**config.mk**
```make
export PLATFORM = sky130hd
export DESIGN_NAME = branch_predictor_btb
export DESIGN_NICKNAME = d
export VERILOG_FILES = /design/src/rtl/branch_predictor_btb.sv
export SDC_FILE = /design/constraint.sdc
export NUM_CORES = 2
export LEC_CHECK = 0
export BUFFER_PORTS_ARGS = -buffer_cell sky130_fd_sc_hd__buf_2
export CORE_ASPECT_RATIO = 0.5
export CORE_MARGIN = 4
export CORE_UTILIZATION = 45
export CTS_CLUSTER_SIZE = 8
export DETAILED_ROUTE_END_ITERATION = 8
export GPL_TIMING_DRIVEN = 0
export SYNTH_ARGS = -nofsm -noshare
export SYNTH_HDL_FRONTEND = slang
export SYNTH_SLANG_ARGS = --single-unit
```
**constraint.sdc**
```tcl
create_clock -name clk -period 6 [get_ports clk]
set_input_delay 0.9 -clock clk [delete_from_list [all_inputs] [get_ports clk]]
set_output_delay 0.9 -clock clk [all_outputs]
set_load 0.02 [all_outputs]
```
**src/rtl/branch_predictor_btb.sv**
```systemverilog
// Direct-mapped branch target buffer with saturating direction counters.
// Looks up the fetch PC, tracks predictions down to MEM, then resolves them and updates the table.
module branch_predictor_btb #(
  parameter int unsigned DATA_WIDTH = 32,
  parameter int unsigned ENTRIES    = 16,
  parameter int unsigned CTR_BITS   = 2,
  parameter int unsigned CNT_WIDTH  = 32
) (
  input  logic                  clk,
  input  logic                  rst,
  input  logic [DATA_WIDTH-1:0] pc_F,
  input  logic                  stall,
  input  logic                  flush,
  output logic                  pre_branch,
  output logic                  prediction,
  output logic [DATA_WIDTH-1:0] label,
  input  logic                  res_valid,
  input  logic [DATA_WIDTH-1:0] res_pc,
  input  logic                  res_taken,
  input  logic [DATA_WIDTH-1:0] res_target,
  output logic                  error,
  output logic                  correct,
  output logic [DATA_WIDTH-1:0] new_label,
  output logic [CNT_WIDTH-1:0]  branch_cnt,
  output logic [CNT_WIDTH-1:0]  mispred_cnt
);

  localparam int unsigned IDX_W = $clog2(ENTRIES);
  localparam int unsigned TAG_W = DATA_WIDTH - IDX_W - 2;
  localparam logic [CTR_BITS-1:0] CTR_RST   = CTR_BITS'((1 << (CTR_BITS - 1)) - 1);
  localparam logic [CTR_BITS-1:0] CTR_ALLOC = CTR_BITS'(1 << (CTR_BITS - 1));
  localparam logic [CTR_BITS-1:0] CTR_MAX   = {CTR_BITS{1'b1}};

  logic [ENTRIES-1:0]    valid_q;
  logic [TAG_W-1:0]      tag_q    [ENTRIES];
  logic [DATA_WIDTH-1:0] target_q [ENTRIES];
  logic [CTR_BITS-1:0]   ctr_q    [ENTRIES];

  logic [IDX_W-1:0] idx_f, idx_r;
  logic [TAG_W-1:0] tag_f, tag_r;
  logic             hit_f, hit_r;

  logic                  hit_d, pt_d, hit_e, pt_e, hit_m, pt_m;
  logic [DATA_WIDTH-1:0] tgt_d, tgt_e, tgt_m;
  logic                  mis_m, alias_m;
  logic                  unused_bits;

  // Fetch-side lookup; reads pre-update contents, no bypass from resolution.
  assign idx_f      = pc_F[IDX_W+1:2];
  assign tag_f      = pc_F[DATA_WIDTH-1:IDX_W+2];
  assign hit_f      = valid_q[idx_f] && (tag_q[idx_f] == tag_f);
  assign pre_branch = hit_f;
  assign prediction = hit_f & ctr_q[idx_f][CTR_BITS-1];
  assign label      = hit_f ? target_q[idx_f] : '0;

  assign idx_r = res_pc[IDX_W+1:2];
  assign tag_r = res_pc[DATA_WIDTH-1:IDX_W+2];
  assign hit_r = valid_q[idx_r] && (tag_q[idx_r] == tag_r);

  // Hit flag travels with the metadata but resolution only needs direction and target.
  assign unused_bits = ^{pc_F[1:0], res_pc[1:0], hit_m};

  // Prediction metadata follows the datapath's F/D/E/M stall and flush rules.
  always_ff @(posedge clk or negedge rst) begin
    if (!rst) begin
      {hit_d, pt_d, tgt_d} <= '0;
      {hit_e, pt_e, tgt_e} <= '0;
      {hit_m, pt_m, tgt_m} <= '0;
    end else begin
      if (flush)       {hit_d, pt_d, tgt_d} <= '0;
      else if (!stall) {hit_d, pt_d, tgt_d} <= {hit_f, prediction, label};
      if (flush || stall) {hit_e, pt_e, tgt_e} <= '0;
      else                {hit_e, pt_e, tgt_e} <= {hit_d, pt_d, tgt_d};
      if (flush) {hit_m, pt_m, tgt_m} <= '0;
      else       {hit_m, pt_m, tgt_m} <= {hit_e, pt_e, tgt_e};
    end
  end

  assign mis_m     = res_valid & ((pt_m != res_taken) | (pt_m & res_taken & (tgt_m != res_target)));
  assign alias_m   = ~res_valid & pt_m;
  assign error     = mis_m | alias_m;
  assign correct   = res_valid & pt_m & res_taken & (tgt_m == res_target);
  assign new_label = (res_valid & res_taken) ? res_target : res_pc + DATA_WIDTH'(4);

  // Table update from the resolving instruction.
  always_ff @(posedge clk or negedge rst) begin
    if (!rst) begin
      valid_q <= '0;
      for (int unsigned i = 0; i < ENTRIES; i++) begin
        tag_q[IDX_W'(i)]    <= '0;
        target_q[IDX_W'(i)] <= '0;
        ctr_q[IDX_W'(i)]    <= CTR_RST;
      end
    end else if (res_valid && res_taken) begin
      target_q[idx_r] <= res_target;
      if (hit_r) begin
        if (ctr_q[idx_r] != CTR_MAX) ctr_q[idx_r] <= ctr_q[idx_r] + CTR_BITS'(1);
      end else begin
        valid_q[idx_r] <= 1'b1;
        tag_q[idx_r]   <= tag_r;
        ctr_q[idx_r]   <= CTR_ALLOC;
      end
    end else if (res_valid && hit_r) begin
      if (ctr_q[idx_r] != '0) ctr_q[idx_r] <= ctr_q[idx_r] - CTR_BITS'(1);
    end else if (alias_m) begin
      valid_q[idx_r] <= 1'b0;
    end
  end

  // Performance counters, wrapping.
  always_ff @(posedge clk or negedge rst) begin
    if (!rst) begin
      branch_cnt  <= '0;
      mispred_cnt <= '0;
    end else begin
      if (res_valid) branch_cnt  <= branch_cnt + CNT_WIDTH'(1);
      if (error)     mispred_cnt <= mispred_cnt + CNT_WIDTH'(1);
    end
  end

endmodule

```
# ---- Word level (Yosys, flattened, before mapping)
# Cells that the tools add are included.
dict set report totals {
  regBits 1139
}
dict set report classes {
  addsub 5
  order_cmp 6
  n_eq_ne 10
  mux 50
  bitwise_logic 21
  n_reduce_logical 14
}
# op n
set op_table {}
lappend op_table {{$bwmux 512} 1}
lappend op_table {{$mux 32} 14}
lappend op_table {{$bwmux 416} 1}
lappend op_table {{$bmux 26 s4} 2}
lappend op_table {{$mux 26} 5}
lappend op_table {{$bmux 32 s4} 1}
lappend op_table {{$demux 32 s4} 1}
lappend op_table {{$demux 26 s4} 1}
lappend op_table {{$add 32x1->32 const B} 2}
lappend op_table {{$bwmux 32} 2}
lappend op_table {{$mux 16} 4}
lappend op_table {{$eq 26x26->1} 2}
lappend op_table {{$add 32x3->32 const B} 1}
lappend op_table {{$and 16x16->16} 2}
lappend op_table {{$eq 32x32->1} 1}
lappend op_table {{$ne 32x32->1} 1}
lappend op_table {{$not 16->16} 2}
lappend op_table {{$or 16x16->16} 2}
lappend op_table {{$bmux 2 s4} 2}
lappend op_table {{$ge 5x5->1 const B} 2}
lappend op_table {{$lt 4x5->1 const B} 2}
lappend op_table {{$mux 2} 5}
lappend op_table {{$not 4->5} 2}
lappend op_table {{$and 1x1->1} 9}
lappend op_table {{other kinds (19)} 39}

# ---- Longest topological paths before layout
dict set report depth {
  ltp_word 9
  ltp_mapped 16
}

# ---- Worst setup path before layout
# No wires, ideal clock.
dict set report synth_timing {
  kind {input to output}
  from {in pc_F[3]}
  to {out label[22]}
  arrival_ps 4211
  path_slack_ps 889
  stages 11
  path_buffers 5
  cell_sequence {clkbuf_1 buf_2 buf_1 clkbuf_1 mux4_2 mux4_2 xnor2_1 nand4_1 nor4_4 clkbuf_1 and2_1}
}
dict set report synth_between {
  elab_chain_len 7
  word_cells_on_any_way 12
  cone_classes {eq/ne (1); mux (9); bitwise (1); reduce/logical (1)}
}
# item line
set synth_lines {}
lappend synth_lines {{start, declared} 11} ;# input logic [DATA_WIDTH-1:0] pc_F,
lappend synth_lines {{$not 4->5 (not written as such)} 51} ;# assign hit_f = valid_q[idx_f] && (tag_q[idx_f] == tag_f);
lappend synth_lines {{$bmux 26 s4} 51}
lappend synth_lines {{$mux 26 (not written as such) (2 in a row)} 51}
lappend synth_lines {{$eq 26x26->1} 51}
lappend synth_lines {{$logic_and 1x1->1 (*)} 51}
lappend synth_lines {{via pre_branch} 14} ;# output logic pre_branch,
lappend synth_lines {{$mux 32 (*)} 54} ;# assign label = hit_f ? target_q[idx_f] : '0;
lappend synth_lines {{end, declared} 16} ;# output logic [DATA_WIDTH-1:0] label,
# The timed path passes the listed nets; every way through them passes the cells marked *. The select of a mux whose other input is x is not followed.

# ---- Worst setup path after layout
dict set report layout_timing {
  from {in res_pc[5]}
  to {out new_label[31]}
}
dict set report layout_between {
  elab_chain_len 2
}
# item line
set layout_lines {}
lappend layout_lines {{start, declared} 18} ;# input logic [DATA_WIDTH-1:0] res_pc,
lappend layout_lines {{$add 32x3->32} 83} ;# assign new_label = (res_valid & res_taken) ? res_target : res_pc + DATA_WIDTH'(4);
lappend layout_lines {{$mux 32} 83}
lappend layout_lines {{end, declared} 23} ;# output logic [DATA_WIDTH-1:0] new_label,
# No other way between the ends.

==> results.toml <==
[synthesis]
yosys.area.top_type = "dfrtp_1"
ys_warn_count = 0
seq_area_frac_synth_pct = 50.5
synth-seq-cells = 1139
ys_top_cells_by_area = "dfrtp_1 50%, mux2_2 19%, mux4_2 16%, xnor2_1 1.7%, clkbuf_1 1.5%"
syn_avg_cell_area_um2 = 14.8
syn_inst = 3824
synth_top_area_share_pct = 49.8
synth_fp_nets = 3935
synth_commonest_cells = "1123 x dfrtp_1, 962 x mux2_2, 394 x mux4_2"
synth.distinct_cells = 72
netlist_area_mm2 = 0.0564
yosysMostFrequentCell = "dfrtp_1"
synth_edf_count = 0
async_flop_share_pct = 100
ys.flop_type = "dfrtp_1"

[detailed_routing]
drt-initial-drc-count = 3665
vias = 36600
viasPerCell = 6.20
firstDrtPassIters = 5
antenna_left = 0
routedWlPerCell_um = 32.5
routed_wl_um = 192000
drc = 0

[global_routing]
grt_pass1_vias = 37700
track_usage_pct = 29.4
grt_antenna_before_repair = 8
grt_pass1_wl_um = 277000
grt-ovfl-total = 0
grt_max_degree = 160

[pwr]
power.density_mw_per_mm2 = 351
pwr-share-seq_pct = 44.2
power_frac_clock_pct = 36.8
p_int_mw = 16.3
leakage_nw = 28.5
switching_share_pct = 28.0
p_sw_mw = 6.32
pwr-share-comb_pct = 19.0
peakVddDrop_uv = 319

[clock_network]
htree_levels = 4
cts_buffers = 160
cts_buffer_depth = 3
root_buffer = "clkbuf_16"
cts_tree = "done"
path_clk_slew_ps = 50
clkLatencyLatePin_ps = 800
cts_sinks = 1139

[run]
maxCapViolCount = 0

[sta]
fin_crit_ps = 6030
slew_headroom_pct = 17.9
timing.fmax_mhz = 166
whs_ps = 454
rsz0062_at_grt = "no"
setup_violations = 3
fin_tns_setup_ps = -60.8
report.final.slew_viol_count = 0
post-route-period-util_pct = 101
final_hold_viol_count = 0
fin_skew_ps = 38.4
setup_slack_ps = -32.7
worst_slew_pin_slew_ps = 1230

[setup_path]
crit_slowest_cell = "buf_4"
crit_required_ps = 5100
slowest_delay_ps = 370
crit_path_end_kind = "output pin"
start_kind = "input pin"
crit_path_max_fanout = 10
worstPathArrival_ps = 5130
path_common_cell = "buf_2"
critPathKind = "in2out"
crit_chain = "buf_2, buf_4, buf_4, and2_1, buf_2, nand4_1, nor2_2, nand2_1, nor2_2, and4_1, nand3_1, xor2_1, o21ai_1, buf_2"

[final_layout]
syn_to_final_growth_pct = 14.0
drive_gt1_share_pct = 45.5
num-fill-cells = 10600
nets = 4293
utilization_pct = 52.0

[placement]
portBuffers = 186
dp_slack_ps = -2390
routabilityCongestion = 0.991
dp_hpwl_um = 135000

[floorplanning]
io_pins = 234
die_x_um = 509
core_mm2 = 0.124
initial_core_util_pct = 45.6
die-area_mm2 = 0.132
fp.dieH_um = 258
rows = 91

[status]
status = "finished with violations"
violations = "setup timing"

[hold_path]
hp-class = "reg2reg"
## through the flow
step | power [mW] | instance area, µm² | cells
after floorplan | 12.8 | 56400 | 3824
after global placement | 14.1 | 59500 | 5684
after detailed placement | 14.3 | 59700 | 5692
after CTS | 22.7 | 64300 | 5902
after global routing | 23.5 | 64400 | 5904
final | 22.6 | 64400 | 5910
## metal layers
metal / vias up / wire [µm] / GRT usage, % / share of wire, %
met5: - / 23 / 0 / 0.012
met4: 4 / 7690 / 11.2 / 4.0
met3: 342 / 14700 / 5.92 / 7.7
met2: 1587 / 88500 / 45.7 / 46
met1: 19800 / 81300 / 41.0 / 42
li1: 14900 / - / - / -
## registers in the layout, indices dropped and copies added, names as in the netlist, named ones only
name         cells
tgt_d           32
pt_e             1
mispred_cnt     32
pt_d             1
tag_q          416
tgt_e           32
pt_m             1
tgt_m           32
target_q       512
ctr_q           32
branch_cnt      32
## repair_timing
item | in CTS | in global routing
gates resized for setup | 73 | 11
gates cloned | 0 | 0
buffers inserted | 2 | 0
hold endpoints to repair | 18 | 0
hold buffers | 1 | 0
pin swaps | 1 | 0
setup endpoints to repair | 81 | 10
## worst max-delay path: cells and delay by family
| kind | cells | cell delay (ps) |
|---|---|---|
| xor gates and xnor gates | 1 | 240 |
| AOI/OAI and AO/OA | 1 | 370 |
| and+or+nand+nor | 7 | 2120 |
| buffers and inverters | 5 | 1460 |
## path summary, 6_finish.rpt
| path | from | to | slack [ps] | depth (start not counted) |
|---|---|---|---|---|
| setup / recovery | res_pc[5] | new_label[31] | -30 | 14 |
| max in group asynchronous | rst | tgt_m[18] | 2660 | 6 |
| hold reg to reg | tgt_e[15] | tgt_m[15] | 450 | 1 |
| min in group asynchronous | rst | tag_q[206] | 630 | 2 |
| hold / removal | tgt_e[15] | tgt_m[15] | 450 | 1 |
| setup reg to reg | tag_q[151] | tag_q[176] | 1290 | 12 |
## cell usage in the layout, fill, tap and decap left out, drive strengths merged, types with 49 or more instances in the layout
master,synthesis,routed
clkbuf,230,424
and2,77,77
buf,137,332
dfrtp,1123,1123
mux2i,61,61
mux2,975,975
nor2,70,70
nand2,128,128
inv,44,49
xor2,70,70
nand3,49,49
xnor2,107,107
mux4,394,394
## cell type report
type	instances	area, µm²	area share, %
flip-flops and latches	1139	28500	44.3
diodes	8	20.0	0.0311
clock buffers	194	4170	6.48
multi-input cells	2274	26100	40.6
plain buffers	366	1810	2.81
inverters	44	165	0.257
clock inverters	14	251	0.391
repair buffers	197	1200	1.87
well taps	1674	2090	3.25
## logic make-up after synthesis
logic type      Yosys count  synth area share [%]
mux                    1430                  36.3
simple gates            473                  4.33
flops                  1139                  50.5
buf+inv                 411                  3.30
compound gates          185                  2.64
fa+ha+maj                 9                 0.199
xor+xnor                177                  2.75
## power groups by stage
stage	clock network, mW	logic, mW	registers, mW
after floorplan	0	2.98	9.78
after global placement	0	4.14	9.98
after detailed placement	0	4.25	10.1
after CTS	8.46	4.28	9.94
after global routing	8.80	4.55	10.1
final	8.31	4.29	9.99
No activity file was read; power rests on OpenSTA's default activity.
